<file path="src/rtl/dmem_arbiter_pkg.sv">
// dmem_arbiter_pkg: shared widths and FSM state encoding for the data-memory arbiter.
// DMEM_ARB_RR_EN is undefined by default, which builds the fixed-priority arbiter.
package dmem_arbiter_pkg;
    localparam int ADDR_SIZE = 32;
    localparam int WORD_SIZE = 32;
    typedef enum logic [1:0] {IDLE, ACCESS, RESP, ERR} state_t;
endpackage

</file>
<file path="src/rtl/dmem_arb_pick.sv">
// dmem_arb_pick: winner select for two requesters (round-robin when DMEM_ARB_RR_EN is defined).
module dmem_arb_pick (
    input  logic clk,
    input  logic rst,
    input  logic req0,
    input  logic req1,
    input  logic upd,
    output logic sel
);
`ifdef DMEM_ARB_RR_EN
    logic last_p1;
    // p1 wins alone, or on a tie when p0 was the last one served
    always_comb sel = req1 && (!req0 || !last_p1);
    // remember who was granted last; reset state makes p0 win the first tie
    always_ff @(posedge clk)
        if (rst) last_p1 <= 1'b1;
        else if (upd) last_p1 <= sel;
`else
    logic unused_pick;
    assign unused_pick = clk ^ rst ^ upd;
    // fixed priority: p0 always wins
    always_comb sel = !req0 && req1;
`endif
endmodule

</file>
<file path="src/rtl/dmem_arbiter.sv">
// dmem_arbiter: two-requester data-memory arbiter; define DMEM_ARB_RR_EN for round-robin arbitration.
module dmem_arbiter
    import dmem_arbiter_pkg::*;
#(
    parameter int DEPTH_WORDS = 32,
    parameter int DEBUG = 1
) (
    input  logic                 clk,
    input  logic                 rst,
    input  logic                 p0_req,
    input  logic                 p0_we,
    input  logic [ADDR_SIZE-1:0] p0_addr,
    input  logic [WORD_SIZE-1:0] p0_wdata,
    output logic                 p0_gnt,
    output logic                 p0_done,
    output logic                 p0_err,
    output logic [WORD_SIZE-1:0] p0_rdata,
    input  logic                 p1_req,
    input  logic                 p1_we,
    input  logic [ADDR_SIZE-1:0] p1_addr,
    input  logic [WORD_SIZE-1:0] p1_wdata,
    output logic                 p1_gnt,
    output logic                 p1_done,
    output logic                 p1_err,
    output logic [WORD_SIZE-1:0] p1_rdata,
    output logic [ADDR_SIZE-1:0] mem_addr,
    output logic [WORD_SIZE-1:0] mem_dta_write,
    output logic                 mem_read,
    output logic                 mem_write,
    input  logic [WORD_SIZE-1:0] mem_dta_out
);
    state_t state, next;
    logic sel, any, start, bad, w_we;
    logic [ADDR_SIZE-1:0] w_addr;
    logic lat_sel, lat_we;
    logic [ADDR_SIZE-1:0] lat_addr;
    logic [WORD_SIZE-1:0] lat_wdata;
    logic unused_debug;

    // error events are reported through pN_err; DEBUG has no hardware effect
    assign unused_debug = DEBUG != 0;

    dmem_arb_pick u_pick (
        .clk (clk),
        .rst (rst),
        .req0(p0_req),
        .req1(p1_req),
        .upd (start),
        .sel (sel)
    );

    // winner's request fields and address legality, evaluated during IDLE
    always_comb begin
        any = p0_req || p1_req;
        start = state == IDLE && any;
        w_we = sel ? p1_we : p0_we;
        w_addr = sel ? p1_addr : p0_addr;
        bad = w_addr[1:0] != 2'b00 || (w_addr >> 2) >= ADDR_SIZE'(DEPTH_WORDS);
    end

    // state register
    always_ff @(posedge clk)
        if (rst) state <= IDLE;
        else state <= next;

    // next state: IDLE -> ACCESS/ERR on a request, everything else returns towards IDLE
    always_comb
        next = state == IDLE   ? (any ? (bad ? ERR : ACCESS) : IDLE) :
               state == ACCESS ? RESP : IDLE;

    // registered outputs: each is one cycle behind the state that produces it,
    // so strobes appear the cycle after ACCESS and done the cycle after RESP/ERR
    always_ff @(posedge clk)
        if (rst) begin
            {p0_gnt, p1_gnt, p0_done, p1_done, p0_err, p1_err} <= '0;
            {mem_read, mem_write} <= '0;
            mem_addr <= '0;
            mem_dta_write <= '0;
            p0_rdata <= '0;
            p1_rdata <= '0;
            {lat_sel, lat_we} <= '0;
            lat_addr <= '0;
            lat_wdata <= '0;
        end else begin
            if (start) begin
                lat_sel <= sel;
                lat_we <= w_we;
                lat_addr <= w_addr;
                lat_wdata <= sel ? p1_wdata : p0_wdata;
            end
            p0_gnt <= start && !sel;
            p1_gnt <= start && sel;
            mem_read <= state == ACCESS && !lat_we;
            mem_write <= state == ACCESS && lat_we;
            mem_addr <= state == ACCESS ? lat_addr : '0;
            mem_dta_write <= state == ACCESS ? lat_wdata : '0;
            p0_done <= (state == RESP || state == ERR) && !lat_sel;
            p1_done <= (state == RESP || state == ERR) && lat_sel;
            p0_err <= state == ERR && !lat_sel;
            p1_err <= state == ERR && lat_sel;
            if (state == RESP && !lat_we && !lat_sel) p0_rdata <= mem_dta_out;
            if (state == RESP && !lat_we && lat_sel) p1_rdata <= mem_dta_out;
        end
endmodule

</file>
<file path="config.mk">
export PLATFORM = sky130hd
export DESIGN_NAME = dmem_arbiter
export DESIGN_NICKNAME = d
export VERILOG_FILES = /design/src/rtl/dmem_arbiter_pkg.sv /design/src/rtl/dmem_arb_pick.sv /design/src/rtl/dmem_arbiter.sv
export SDC_FILE = /design/constraint.sdc
export NUM_CORES = 1
export LEC_CHECK = 0
export ABC_AREA = 0
export BUFFER_PORTS_ARGS = -buffer_cell sky130_fd_sc_hd__buf_2
export CORE_MARGIN = 3
export CORE_UTILIZATION = 40
export CTS_CLUSTER_DIAMETER = 80
export DETAILED_ROUTE_END_ITERATION = 10
export GPL_TIMING_DRIVEN = 0
export PLACE_DENSITY = 0.67
export SETUP_SLACK_MARGIN = 0.15
export SLEW_MARGIN = 20
export SYNTH_ARGS = -nofsm -noshare
export SYNTH_HDL_FRONTEND = slang
export SYNTH_SLANG_ARGS = --single-unit
</file>
<file path="constraint.sdc">
create_clock -name clk -period 3.7 [get_ports clk]
set_input_delay 0.185 -clock clk [delete_from_list [all_inputs] [get_ports clk]]
set_output_delay 0.185 -clock clk [all_outputs]
set_load 0.02 [all_outputs]
</file>
# Yosys cells after proc, flatten, opt, wreduce, memory -nomap -nowiden

Cells that the tools add are included.

$lt $le $gt $ge: 1
Equal/unequal tests: 3
Muxes and demuxes: 7
Bitwise gates (word level): 1
Reductions and logical operators: 23

Operator list:

| operator            | count |
|---|---|
| $mux 32             | 2 |
| $ge 30x6->1 const B | 1 |
| $logic_and 1x1->1   | 13 |
| $mux 2              | 4 |
| $eq 2x2->1 const B  | 2 |
| $logic_not 1->1     | 4 |
| $logic_or 1x1->1    | 3 |
| $eq 2x1->1 const B  | 1 |
| $logic_not 2->1     | 1 |
| $reduce_bool 2->1   | 1 |
| $reduce_or 2->1     | 1 |
| $mux 1              | 1 |
| $not 1->1           | 1 |

Register bits: 204
Bits of input ports: 166
Output and inout bits: 136
Word-level logic and storage cells: 52

# Longest topological paths before layout

Word-level depth: 8
Gate-level depth with buffers: 7
Gate-level depth less buffers: 4

# Modules after synthesis

From an unflattened synthesis, not the netlist that was laid out.

Cell total of the unflattened synthesis: 761
Area, all modules: 7,412.1 um^2

Modules (own cells, without submodules):

| module        | times used | cells an instance | area each (um^2) |
|---|---|---|---|
| dmem_arbiter  | 1          | 760               | 7,398.3 |
| dmem_arb_pick | 1          | 1                 | 13.8 |

# Least setup slack after synthesis

Ideal clock, no wire load.

Kind: reg-to-reg
Start point: register state[0]
End point: register state[1]
Data arrival time: 1.283 ns
Data required time: 3.577 ns
Slack: 2.294 ns
Cell stages (with the launch flop): 7
Buffers on the path: 2
Period minus slack after synthesis: 1.406 ns
Cells stage by stage: dfxtp_1 > buf_2 > clkbuf_1 > nor4_1 > nand4_1 > nor4_1 > nor3_1

Cells in the longest elaborated chain, start to end: 3
Elaborated cells on any way between the ends: 4

RTL lines:

| what                     | RTL line           | text |
|---|---|---|
| start: declaration       | dmem_arbiter.sv:32 | `state_t state, next;` |
| start signal: assignment | dmem_arbiter.sv:64 | `else state <= next;` |
| $eq 2x1->1               | dmem_arbiter.sv:69 | `state == ACCESS ? RESP : IDLE;` |
| $mux 2                   | dmem_arbiter.sv:69 |  |
| $mux 2 (*)               | dmem_arbiter.sv:68 | `next = state == IDLE ? (any ? (bad ? ERR : ACCESS) : IDLE) :` |

Every way passes the cells marked *; elsewhere a longest branch is shown, timed or not.
A chain may end at the register's enable or synchronous reset.

# Final worst setup path

Ends and elaborated chain as after synthesis.

==> metrics.md <==
| Metric | Value |
|---|---|
| Post-synthesis sequential area ratio | around 54% |
| Initial antenna violation count | 4 |
| Max-slew headroom | 47.4% |
| Number of global-route vias before repair | between 7000 and 8000 |
| Global-route wire length before repair | 36400 microns |
| RSZ-0062 raised after global routing | no |
| Largest net degree at the start of global routing | 14 |
| Post-CTS resize count | 0 |
| Top cell type's share of synthesized area | between 50% and 60% |
| Via total after detailed routing | about 7000 |
| Final period util | 52.5% |
| Synth unique cells | 37 |
| Hold Buf Count CTS | between 40 and 50 |
| # setup viols final | 0 |
| Worst vdd ir | 0.318 mV |
| DRT antenna net count | 0 |
| Most common cell in the netlist | dfxtp_1 |
| Status | finished clean |
| Design Power | approximately 5.3 mW |
| Setup CP Type | reg2reg |
| CP Capture Type | flip-flop |
| Min-delay worst type | in2reg |
| Worst-path fanout max | 10 |
| # rows | slightly below 50 |
| Die height | approximately 140 microns |
| Dpl ws | ~1.7 ns |
| Clock transition at the registers of the reported paths | 0.06 ns |
| Initial core utilization | approximately two fifths |
| Grt ovf | 0 |
| HPWL Detailed | 17600 microns |
| Vias per cell | slightly below 5 |
| Fin crit period | a little under 2 ns |
| Startpoint types | flip-flop |
| Fraction of layout cells with a size suffix above 1 | 35.2% |
| Yosys reg bits | roughly 200 |
| Cts bufs inserted | 22 |
| 1st-pass router iterations | 5 |
| Final Net Count | between 1000 and 1500 |
| Fill cells | between 1500 and 2000 |
| Routed len/inst | roughly 17 microns |
| Area growth syn-to-layout | 40.1% |
| Final-report max-slew violation count | 0 |
| GP Congestion | between 0.9 and 1 |
| Core area | ~18000 sq um |
| Post-Route WL | approximately 24000 microns |
| Dominant synthesized flop cell | dfxtp_1 |
| Cells after Synth | 785 |
| Setup WS post-layout | 1.76 ns |
| Worst Tran Pin Value | about 0.8 ns |
| IO Count | 302 |
| GR Util All Layers | approximately 22% |
| Dpl cell area | between 9000 and 10000 sq um |
| List of most frequent post-synthesis cells | dfxtp_1, nand2_1, a21oi_1, and3_1, nor2_1 |
| # Max-Cap Violations | 0 |
| CP Data Arrival Time | roughly 2.3 ns |
| YS warnings | 0 |
| Setup TNS | 0 ns |
| CTS tree | done |
| Syn Nets | between 900 and 1000 |
| Postcts setup bufs | 0 |
| H-tree level count | 1 |
| DRC Markers | 0 |
| Clock sink count | slightly above 200 |
| Die Area | slightly above 20000 sq um |
| Number of flops mapped to enable cells by yosys | 0 |
| Synth async-reset ratio | 0% |
| Synth area leader | dfxtp_1 |
| Leakage power | just over 5 nW |
| Die width | 143 microns |
| Iter 0 DRT Violations | 357 |
| Pwr Density | 502 nW/um^2 |
| Worst skew pair latency | roughly 0.49 ns |
| Max Clock Freq | just over 0.5 GHz |
| Final instance area | ~11000 sq um |
| Fin. Hold Viols | 0 |
| CP Data Required Time | approximately 4.1 ns |
| Synthesized area per cell | roughly 9.6 sq um |
| Synth top area cells | dfxtp_1, nand2_1, a211oi_2 |
| Cell Area, Synth | around 7600 sq um |
| Max Root-Sink Buffers | 3 |
| Root buffer cell | clkbuf_16 |
| Port bufs | 300 |
| Setup Skew | 0.0113 ns |
==> power by group <==
group,switching [mW],internal [mW]
Combinational,0.423,0.293
Clock,0.851,1.37
Sequential,0.0519,2.32
==> routing by layer <==
layer  track usage, %  up-vias  share of wire [%]  wire (microns)
met5                0        -                  0               0
met3             3.79       57                5.7            1360
met2             37.0      256                 48           11400
met4             8.42        0                3.7             879
met1             28.5     3192                 43           10100
li1                 -     3468                  -               -
==> area by class of cell <==
class                           count  area (sq um)  area share, %
Inverter                            1          3.75         0.0355
Antenna cell                        4          10.0         0.0946
Tap cell                          229           287           2.71
Clock inverter                      7          91.3          0.864
Sequential cell                   204          4080           38.6
Clock buffer                       31           656           6.20
Timing Repair Buffer              348          1980           18.7
Buffer                             68           325           3.08
Multi-Input combinational cell    512          3140           29.7
==> path summary, 6_finish.rpt <==
kind,cells past startpoint,to,startpoint,slack (ns)
max reg2reg,6,state[1]$_SDFF_PP0_,state[0]$_SDFF_PP0_,1.76
min reg2reg,2,p1_rdata[30]$_SDFFE_PP0P_,p1_rdata[30]$_SDFFE_PP0P_,0.45
max,6,state[1]$_SDFF_PP0_,state[0]$_SDFF_PP0_,1.76
min,2,p0_gnt$_SDFF_PP0_,rst,0.03
==> worst max-delay path: stages (launching register included) <==
cell      delay (ns)
dfxtp_1         0.30
buf_2           0.20
clkbuf_1        0.31
nor4_1          0.31
nand4_1         0.13
nor4_1          0.45
nor3_1          0.10
==> registers in the layout, summed over array words and instances (netlist names) <==
register,cells
lat_addr,32
lat_wdata,32
mem_addr,32
mem_dta_write,32
p0_rdata,32
p1_rdata,32
state,2
lat_sel,1
lat_we,1
mem_read,1
mem_write,1
p0_done,1
p0_err,1
p0_gnt,1
p1_done,1
p1_err,1
p1_gnt,1
==> cells by family after synthesis <==
kind of cell | share of synthesized area (%)
AND/OR/NAND/NOR | 21.0
buffers and inverters | 4.36
flip-flops | 54.1
multiplexers | 6.63
AO/OA/AOI/OAI | 14.0
==> stage by stage <==
step                cells  util, %  hold WS, ns
floorplan             785        -        0.294
detailed placement   1314     51.1        0.389
CTS                  1400     57.8       0.0154
finish               1404     57.9       0.0275
global route         1404     57.9       0.0441
global placement     1314     51.1        0.381
==> cell usage in the layout, fill, tap and decap left out, types with 3 or more instances in the layout <==
cell type / count
mux2i_1: 50
o21ai_0: 13
and3_1: 65
clkinv_2: 3
nor4bb_1: 12
nor4_1: 15
and2_1: 3
diode_2: 4
dlygate4sd3_1: 48
buf_4: 8
clkbuf_1: 40
buf_2: 319
a211oi_1: 9
nand2_1: 147
a211oi_2: 40
o21ai_1: 3
clkbuf_8: 5
a21oi_1: 80
nor2_1: 52
dfxtp_1: 204
nand4_1: 3
clkbuf_16: 23
and4bb_2: 3
(Power assumes the default switching activity.)
